[src/rtl/multicycle_alu_pkg.sv]
// alu_pkg: opcode encodings, FSM states and the registered result record
// shared by multicycle_alu and its testbench.
package alu_pkg;

   localparam logic [5:0] OP_ADDU  = 6'b001001;
   localparam logic [5:0] OP_SUBU  = 6'b001010;
   localparam logic [5:0] OP_MULTU = 6'b011001;
   localparam logic [5:0] OP_DIVU  = 6'b011011;

   // Result fields are sized for the widest supported build; tops use the low WIDTH bits.
   localparam int ALU_MAX_W = 64;

   typedef enum logic [1:0] {S_IDLE, S_BUSY, S_DONE} alu_state_e;

   typedef struct packed {
      logic [ALU_MAX_W-1:0] hi;
      logic [ALU_MAX_W-1:0] lo;
      logic                 carry;
      logic                 illegal;
   } alu_res_t;

endpackage

[src/rtl/multicycle_alu_if.sv]
// Request/response bundle for multicycle_alu: valid/ready on both sides.
interface multicycle_alu_if #(parameter int WIDTH = 32);

   logic             in_valid;
   logic             in_ready;
   logic [WIDTH-1:0] Src_1;
   logic [WIDTH-1:0] Src_2;
   logic [5:0]       OP_ctrl;
   logic             out_valid;
   logic             out_ready;
   logic [WIDTH-1:0] ALU_Result;
   logic [WIDTH-1:0] ALU_Result_Hi;
   logic             ALU_Carry;
   logic             ALU_Illegal;

   modport master (
      output in_valid, Src_1, Src_2, OP_ctrl, out_ready,
      input  in_ready, out_valid, ALU_Result, ALU_Result_Hi, ALU_Carry, ALU_Illegal
   );

   modport slave (
      input  in_valid, Src_1, Src_2, OP_ctrl, out_ready,
      output in_ready, out_valid, ALU_Result, ALU_Result_Hi, ALU_Carry, ALU_Illegal
   );

endinterface

[src/rtl/multicycle_alu_iter_unit.sv]
// alu_iter_unit: one-bit-per-cycle shift-add multiplier, plus restoring divider
// when MULTICYCLE_ALU_DIVU_EN is defined. hi_nxt/lo_nxt show the state after the current step.
module alu_iter_unit #(
   parameter int WIDTH = 32
) (
   input  logic             clk,
   input  logic             rst,
   input  logic             start,
   input  logic             mode,
   input  logic             step,
   input  logic [WIDTH-1:0] a,
   input  logic [WIDTH-1:0] b,
   output logic [WIDTH-1:0] hi_nxt,
   output logic [WIDTH-1:0] lo_nxt
);

   logic [WIDTH-1:0] hi_q, lo_q, b_q;
   logic [WIDTH:0]   sum;

`ifdef MULTICYCLE_ALU_DIVU_EN
   logic             mode_q;
   logic [WIDTH:0]   trial;
`else
   logic             unused_mode;
   assign unused_mode = mode;
`endif

   always_comb begin
      // Multiply: {hi,lo} holds partial product with the multiplier draining out of lo.
      sum = {1'b0, hi_q} + {1'b0, b_q};
      if (lo_q[0]) {hi_nxt, lo_nxt} = {sum, lo_q[WIDTH-1:1]};
      else         {hi_nxt, lo_nxt} = {1'b0, hi_q, lo_q[WIDTH-1:1]};
`ifdef MULTICYCLE_ALU_DIVU_EN
      // Divide: hi is the partial remainder, lo shifts dividend out and quotient in.
      // A zero divisor always "fits", yielding all-ones quotient and remainder = dividend.
      trial = {hi_q, lo_q[WIDTH-1]};
      if (mode_q) begin
         if (trial >= {1'b0, b_q}) begin
            hi_nxt = trial[WIDTH-1:0] - b_q;
            lo_nxt = {lo_q[WIDTH-2:0], 1'b1};
         end else begin
            hi_nxt = trial[WIDTH-1:0];
            lo_nxt = {lo_q[WIDTH-2:0], 1'b0};
         end
      end
`endif
   end

   always_ff @(posedge clk) begin
      if (rst) begin
         hi_q <= '0;
         lo_q <= '0;
         b_q  <= '0;
`ifdef MULTICYCLE_ALU_DIVU_EN
         mode_q <= 1'b0;
`endif
      end else if (start) begin
         hi_q <= '0;
         lo_q <= a;
         b_q  <= b;
`ifdef MULTICYCLE_ALU_DIVU_EN
         mode_q <= mode;
`endif
      end else if (step) begin
         hi_q <= hi_nxt;
         lo_q <= lo_nxt;
      end
   end

endmodule

[src/rtl/multicycle_alu.sv]
// multicycle_alu: unsigned addu/subu/multu (and divu with MULTICYCLE_ALU_DIVU_EN),
// one op in flight, valid/ready on both sides, registered results.
module multicycle_alu
   import alu_pkg::*;
#(
   parameter int WIDTH = 32
) (
   input  logic               clk,
   input  logic               rst,
   multicycle_alu_if.slave    bus
);

   localparam int CNT_W = $clog2(WIDTH + 1);

   alu_state_e       state_q, state_n;
   alu_res_t         res_q, res_n;
   logic [CNT_W-1:0] cnt_q;
   logic             accept, cnt_done, is_iter, is_div, div_q, bz_q;
   logic [WIDTH:0]   addsub;
   logic [WIDTH-1:0] it_hi, it_lo;
   logic             unused_res;

   always_comb begin
      state_n  = state_q;
      res_n    = res_q;
      accept   = bus.in_valid && (state_q == S_IDLE);
      cnt_done = (cnt_q == '0);
      is_iter  = (bus.OP_ctrl == OP_MULTU);
      is_div   = 1'b0;
`ifdef MULTICYCLE_ALU_DIVU_EN
      if (bus.OP_ctrl == OP_DIVU) begin
         is_iter = 1'b1;
         is_div  = 1'b1;
      end
`endif
      // Bit WIDTH is carry for addu and borrow for subu.
      if (bus.OP_ctrl == OP_SUBU) addsub = {1'b0, bus.Src_1} - {1'b0, bus.Src_2};
      else                        addsub = {1'b0, bus.Src_1} + {1'b0, bus.Src_2};

      case (state_q)
         S_IDLE: if (accept) begin
            if (is_iter) state_n = S_BUSY;
            else begin
               state_n = S_DONE;
               res_n   = '0;
               if (bus.OP_ctrl == OP_ADDU || bus.OP_ctrl == OP_SUBU) begin
                  res_n.lo    = ALU_MAX_W'(addsub[WIDTH-1:0]);
                  res_n.carry = addsub[WIDTH];
               end else res_n.illegal = 1'b1;
            end
         end
         S_BUSY: if (cnt_done) begin
            state_n     = S_DONE;
            res_n       = '0;
            res_n.hi    = ALU_MAX_W'(it_hi);
            res_n.lo    = ALU_MAX_W'(it_lo);
            res_n.carry = div_q & bz_q;
         end
         S_DONE: if (bus.out_ready) state_n = S_IDLE;
         default: state_n = S_IDLE;
      endcase
   end

   always_ff @(posedge clk) begin
      if (rst) begin
         state_q <= S_IDLE;
         res_q   <= '0;
         cnt_q   <= '0;
         div_q   <= 1'b0;
         bz_q    <= 1'b0;
      end else begin
         state_q <= state_n;
         res_q   <= res_n;
         if (accept) begin
            cnt_q <= CNT_W'(WIDTH - 1);
            div_q <= is_div;
            bz_q  <= (bus.Src_2 == '0);
         end else if (state_q == S_BUSY && !cnt_done) begin
            cnt_q <= cnt_q - CNT_W'(1);
         end
      end
   end

   alu_iter_unit #(.WIDTH(WIDTH)) u_iter (
      .clk    (clk),
      .rst    (rst),
      .start  (accept && is_iter),
      .mode   (is_div),
      .step   (state_q == S_BUSY),
      .a      (bus.Src_1),
      .b      (bus.Src_2),
      .hi_nxt (it_hi),
      .lo_nxt (it_lo)
   );

   assign bus.in_ready      = (state_q == S_IDLE);
   assign bus.out_valid     = (state_q == S_DONE);
   assign bus.ALU_Result    = res_q.lo[WIDTH-1:0];
   assign bus.ALU_Result_Hi = res_q.hi[WIDTH-1:0];
   assign bus.ALU_Carry     = res_q.carry;
   assign bus.ALU_Illegal   = res_q.illegal;
   assign unused_res        = ^{res_q.hi, res_q.lo};

endmodule

[src/flat_wrapper.sv]
// flat-port wrapper written by rule: the top's interface ports become plain ports
module multicycle_alu_flat import alu_pkg::*;
#(
   parameter int WIDTH = 32
)
  (clk, rst, bus_in_valid, bus_Src_1, bus_Src_2, bus_OP_ctrl, bus_out_ready, bus_in_ready, bus_out_valid, bus_ALU_Result, bus_ALU_Result_Hi, bus_ALU_Carry, bus_ALU_Illegal);
  multicycle_alu_if #(.WIDTH(WIDTH)) bus_i ();
  input  logic clk;
  input  logic rst;
  input wire logic [$bits(bus_i.in_valid)-1:0] bus_in_valid;
  input wire logic [$bits(bus_i.Src_1)-1:0] bus_Src_1;
  input wire logic [$bits(bus_i.Src_2)-1:0] bus_Src_2;
  input wire logic [$bits(bus_i.OP_ctrl)-1:0] bus_OP_ctrl;
  input wire logic [$bits(bus_i.out_ready)-1:0] bus_out_ready;
  output wire logic [$bits(bus_i.in_ready)-1:0] bus_in_ready;
  output wire logic [$bits(bus_i.out_valid)-1:0] bus_out_valid;
  output wire logic [$bits(bus_i.ALU_Result)-1:0] bus_ALU_Result;
  output wire logic [$bits(bus_i.ALU_Result_Hi)-1:0] bus_ALU_Result_Hi;
  output wire logic [$bits(bus_i.ALU_Carry)-1:0] bus_ALU_Carry;
  output wire logic [$bits(bus_i.ALU_Illegal)-1:0] bus_ALU_Illegal;
  assign bus_i.in_valid = bus_in_valid;
  assign bus_i.Src_1 = bus_Src_1;
  assign bus_i.Src_2 = bus_Src_2;
  assign bus_i.OP_ctrl = bus_OP_ctrl;
  assign bus_i.out_ready = bus_out_ready;
  assign bus_in_ready = bus_i.in_ready;
  assign bus_out_valid = bus_i.out_valid;
  assign bus_ALU_Result = bus_i.ALU_Result;
  assign bus_ALU_Result_Hi = bus_i.ALU_Result_Hi;
  assign bus_ALU_Carry = bus_i.ALU_Carry;
  assign bus_ALU_Illegal = bus_i.ALU_Illegal;
  multicycle_alu #(.WIDTH(WIDTH)) u_core (.clk(clk), .rst(rst), .bus(bus_i));
endmodule
[config.mk]
export PLATFORM = sky130hd
export DESIGN_NAME = multicycle_alu_flat
export DESIGN_NICKNAME = d
export VERILOG_FILES = /design/src/rtl/multicycle_alu_pkg.sv /design/src/rtl/multicycle_alu_if.sv /design/src/rtl/multicycle_alu_iter_unit.sv /design/src/rtl/multicycle_alu.sv /design/src/flat_wrapper.sv
export SDC_FILE = /design/constraint.sdc
export NUM_CORES = 1
export LEC_CHECK = 0
export CAP_MARGIN = 15
export CELL_PAD_IN_SITES_DETAIL_PLACEMENT = 1
export CELL_PAD_IN_SITES_GLOBAL_PLACEMENT = 2
export CORE_UTILIZATION = 30
export CTS_BUF_LIST = sky130_fd_sc_hd__clkbuf_4
export DETAILED_ROUTE_END_ITERATION = 16
export PLACE_DENSITY_LB_ADDON = 0.3
export SLEW_MARGIN = 10
export SYNTH_ARGS = -nofsm -noshare
export SYNTH_HDL_FRONTEND = slang
export SYNTH_HIERARCHICAL = 1
export SYNTH_SLANG_ARGS = --single-unit
[constraint.sdc]
create_clock -name clk -period 11.2 [get_ports clk]
set_clock_uncertainty 0.15 [all_clocks]
set_input_delay 2.8 -clock clk [delete_from_list [all_inputs] [get_ports clk]]
set_output_delay 2.8 -clock clk [all_outputs]
set_load 0.05 [all_outputs]
After elaboration in Yosys (flattened, before gate mapping):

Cells that the tools add are included.

* mux-type cells: 18
* reductions and logical operators: 14
* eq/ne operators: 9
* add/sub/neg operators: 4

Operators with widths (number)
* two-way mux 98 bit: 3
* case mux 98 bit (2 select lines): 1
* two-way mux 32 bit: 4
* adder 32 x 32 -> 33 bit: 2
* two-way mux 33 bit: 2
* subtractor 32 x 32 -> 33 bit: 1
* == test 6 x 4 -> 1 bit, second input constant: 2
* two-way mux 5 bit: 2
* two-way mux 2 bit: 4
* == test 6 x 5 -> 1 bit, second input constant: 1
* logical NOT 6 bit: 1
* case mux 2 bit (3 select lines): 1
* nonzero test 2 bit: 3
* subtractor 6 x 1 -> 6 bit, second input constant: 1
* != test 2 x 1 -> 1 bit, second input constant: 2
* != test 2 bit, second input constant: 2
* AND reduction 4 bit: 1
* OR reduction 2 bit: 2
* logical AND 1 bit: 3
* AND reduction 3 bit: 1
* == test 2 x 1 -> 1 bit, second input constant: 1
* == test 2 bit, second input constant: 1
* logical NOT 2 bit: 1
* logical NOT 1 bit: 1
* 2 further kinds: 2

* output and inout port bits: 68
* flip-flop bits (word level): 170
* logic and storage cells: 55
* bits of input ports: 74

Logic depth before layout (Yosys ltp):

* depth after elaboration: 6
* gate-level depth with buffers: 18
* gate-level depth less buffers: 17

Cells and area by module:

Netlist, hierarchy kept.

Modules (own cells, without submodules)
* alu_iter_unit: cells an instance 770, times used 1, area an instance 6214.7 sq um, sequential area each 1921.8 sq um
* multicycle_alu: cells an instance 701, times used 1, area an instance 5371.4 sq um, sequential area each 1481.4 sq um

Worst setup path before layout:

OpenSTA, ideal clock, no wires.

* kind: input port to flip-flop
* from: input bus_Src_2[9]
* to: register u_core.res_q (netlist bit u_core/bus.ALU_Result[29])
* required time: 10918 ps
* path slack: 4772 ps
* buffers on the path: 0
* cell stages on the path: 15
* arrival: 6146 ps
* path through: or4_4 > or3_4 > nor3_4 > nand2_2 > o21ai_0 > xor2_1 > ha_1 > a21oi_1 > o21ai_0 > a2111oi_0 > o311ai_0 > a311oi_1 > xnor2_1 > a221oi_1 > nor3_1

* word-level cells in the longest chain between the ends: 6

Ends and longest elaborated chain
* from (decl): line flat_wrapper.sv:12 `input wire logic [$bits(bus_i.Src_2)-1:0] bus_Src_2;`
* adder 32 x 32 -> 33 bit or subtractor 32 x 32 -> 33 bit (tied branches): line multicycle_alu.sv:38, multicycle_alu.sv:37
* two-way mux 33 bit (*): line multicycle_alu.sv:37 `if (bus.OP_ctrl == OP_SUBU) addsub = {1'b0, bus.Src_1} - {1'b0, bus.Src_2};`
* two-way mux 33 bit (*): line multicycle_alu.sv:46 `if (bus.OP_ctrl == OP_ADDU || bus.OP_ctrl == OP_SUBU) begin`
* two-way mux 98 bit (*): line multicycle_alu.sv:42 `if (is_iter) state_n = S_BUSY;`
* two-way mux 98 bit (*): line multicycle_alu.sv:41 `S_IDLE: if (accept) begin`
* case mux 98 bit (2 select lines) (*): line multicycle_alu.sv:40 `case (state_q)`
* to (signal assigned): line multicycle_alu.sv:73 `res_q <= res_n;`
* to (decl): line multicycle_alu.sv:16 `alu_res_t res_q, res_n;`

Mark *: on every way between the ends. The rest lies on a longest branch, timed or not. The select of a mux whose other input is x is not followed.
A chain may end at the register's enable or synchronous reset.

Final worst setup path:

Ends and elaborated chain as after synthesis.

==> impl_metrics.csv <==
group,metric,value,unit
clock_tree,cts_setup_buffers,0,
route,drt_pass1_iterations,7,
clock_tree,cts_tree,"built",
place,gp_congestion,0.843,
final_layout,fill_cells,4576,
clock_tree,clk_path_buf_depth,2,
final_layout,drive_gt1_share,6.59,%
global_route,grt_start_max_net_pins,81,
floorplanning,ios,142,
sta,max_freq,146,MHz
critical_path,slowest_stage,"or4_4",
sta,min_period,6.86,ns
place,placed_cells,2011,
route,wl_met3,1250,um
logic_synthesis,synth.net_count,1612,
place,dp_hpwl,29600,um
final_layout,instances_no_fill,2044,
clock_tree,cts_htree_levels,4,
logic_synthesis,synthCells,1470,
route,viasPerCell,5.19,
final_layout,final_cell_mix,"nor2_1, dfxtp_1, clkdlybuf4s50_1",
global_route,overflow,0,
clock_tree,path_clk_slew,0.14,ns
sta,relSlewSlack,31.8,%
critical_path,worstPathCellList,"clkdlybuf4s50_1 -> or4_4 -> or3_4 -> nor3_4 -> nand2_2 -> o21ai_0 -> xor2_1 -> ha_1 -> a21oi_1 -> o21ai_0 -> a2111oi_0 -> o311ai_0 -> a311oi_1 -> xnor2_1 -> a221oi_1 -> nor3_1",
floorplanning,initial_utilization,30.6,%
sta,setup_violations,0,
clock_tree,numCtsBuffers,17,
sta,fin_crit_sh,61.3,%
pwr,internal_power,0.000948,W
pwr,p_comb_share,20.3,%
sta,finalSetupTns,0,ns
floorplanning,dieHeight,198,um
global_route,grt_use_total,20.1,%
floorplanning,die_area,0.0394,mm2
critical_path,cp-startpoint,"bus_Src_2[9]",
floorplanning,num_rows,71,
pwr,vdd_drop_max,80.3,uV
logic_synthesis,syn-mean-instance-area,7.88,um2
critical_path,reg2reg_from,"u_core/u_iter/hi_q[0]$_SDFFE_PP0P_",
critical_path,startpoint_type,"input pin",
logic_synthesis,ys_warn_count,6,
pwr,power_leakage,5.06,nW
critical_path,worstSetupPathType,"in -> reg",
global_route,grt_pass1_wl,61400,um
final_layout,finalNetCount,1661,
sta,drv_slew,0,
pwr,seq_power_share,45.1,%
worst_hold_path,hp-start,"u_core/bus.ALU_Result[22]$_SDFFE_PP0P_",
route,wl_met1,18700,um
clock_tree,hold_buffers,0,
critical_path,cp_max_fo,6,
worst_hold_path,hold_class,"reg -> reg",
clock_tree,root_buffer,"clkbuf_4",
clock_tree,clk_latency,0.64,ns
critical_path,arrival,7.21,ns
sta,finalHoldViolations,0,
route,routed.top_layer,"met5",
critical_path,max_stage_delay,0.59,ns
logic_synthesis,syn_area,0.0116,mm2
pwr,p_clk_share,34.7,%
critical_path,worstSetupEndpointType,"flip-flop",
critical_path,crit_required,11.54,ns
floorplanning,core,0.0378,mm2
route,antenna_left,0,
route,drt_iter0_drc,507,
sta,worst_pin_slew,1.02,ns
global_route,grt_pass1_vias,10900,
final_layout,regArea,0.00340,mm2
pwr,p_per_area,103,mW/mm2
pwr,p_switching,0.000434,W
clock_tree,clkSinkCount,170,
route,met2_length,18600,um
pwr,switching_share,31.4,%
critical_path,crit_path_frequent_cell,"o21ai_0",
clock_tree,ctsResizeCount,0,
place,io_buffer_count,141,
route,drc,0,
final_layout,multi_input_comb_area,0.00743,mm2
final_layout,final_common_cell,"nor2_1",
sta,rsz0062_at_grt,"no",
route,route.detailed.wl_per_inst,19.1,um
outcome,status,"finished clean",
route,wirelength,39000,um
global_route,antenna_found_initial,5,
floorplanning,fp.dieW,198,um
job,max-cap-violations,0,
route,vias,10600,
final_layout,area_growth,16.3,%
==> metal layers <==
layer | GRT usage [%] | vias up
met5 | 0 | -
met4 | 4.39 | 8
met1 | 26.2 | 5142
met2 | 34.3 | 127
li1 | - | 5304
met3 | 3.76 | 30
==> path summary, 6_finish.rpt <==
kind,to,slack (ns),depth (start not counted)
worst max register to register,u_core/bus.ALU_Result_Hi[15]$_SDFFE_PP0P_,7.61,12
worst max-delay path,u_core/bus.ALU_Result[29]$_SDFFE_PP0P_,4.34,16
worst min-delay path,u_core/bus.ALU_Result[22]$_SDFFE_PP0P_,0.34,2
worst min register to register,u_core/bus.ALU_Result[22]$_SDFFE_PP0P_,0.34,2
==> worst max-delay path, delay by kind of cell <==
family | cells | cell delay (ns)
fa+ha+maj | 1 | 0.32
buf+inv | 1 | 0.50
xor+xnor | 2 | 0.29
compound gates | 7 | 1.85
simple gates | 5 | 1.44
==> through the flow <==
step / util [%] / hold slack, ns / total power [W] / setup WS, ns / area, um2
floorplan: - / 0.301 / 0.000812 / 4.77 / 11600
global placement: 34.6 / 0.320 / 0.000916 / 3.88 / 13100
detailed placement: 34.6 / 0.323 / 0.000917 / 3.73 / 13100
CTS: 35.6 / 0.343 / 0.00141 / 4.42 / 13500
global route: 35.6 / 0.353 / 0.00145 / 4.01 / 13500
finish: 35.6 / 0.343 / 0.00138 / 4.34 / 13500
==> power groups by stage <==
stage                     Sequential, W  Clock (W)  Combinational [W]
final                          0.000623   0.000479           0.000280
after global routing           0.000624   0.000521           0.000306
after CTS                      0.000623   0.000500           0.000283
after detailed placement       0.000636          0           0.000281
after global placement         0.000636          0           0.000280
after floorplan                0.000659          0           0.000154
==> layout make-up <==
cell class	instances	area share, %
Timing Repair Buffer	154	11.2
Multi-Input combinational cell	1150	55.2
Tap cell	511	4.75
Sequential cell	170	25.3
Antenna cell	1	0.0186
Clock buffer	17	0.948
Clock inverter	15	1.90
Inverter	26	0.734
==> state kept, by name, indices dropped and copies added (netlist names) <==
register	cells
u_core/bus.ALU_Carry	1
u_core/bus.ALU_Illegal	1
u_core/bus.ALU_Result	32
u_core/bus.ALU_Result_Hi	32
u_core/cnt_q	6
u_core/state_q	2
u_core/u_iter/b_q	32
u_core/u_iter/hi_q	32
u_core/u_iter/lo_q	32
Power figures use the tool's default switching activity.
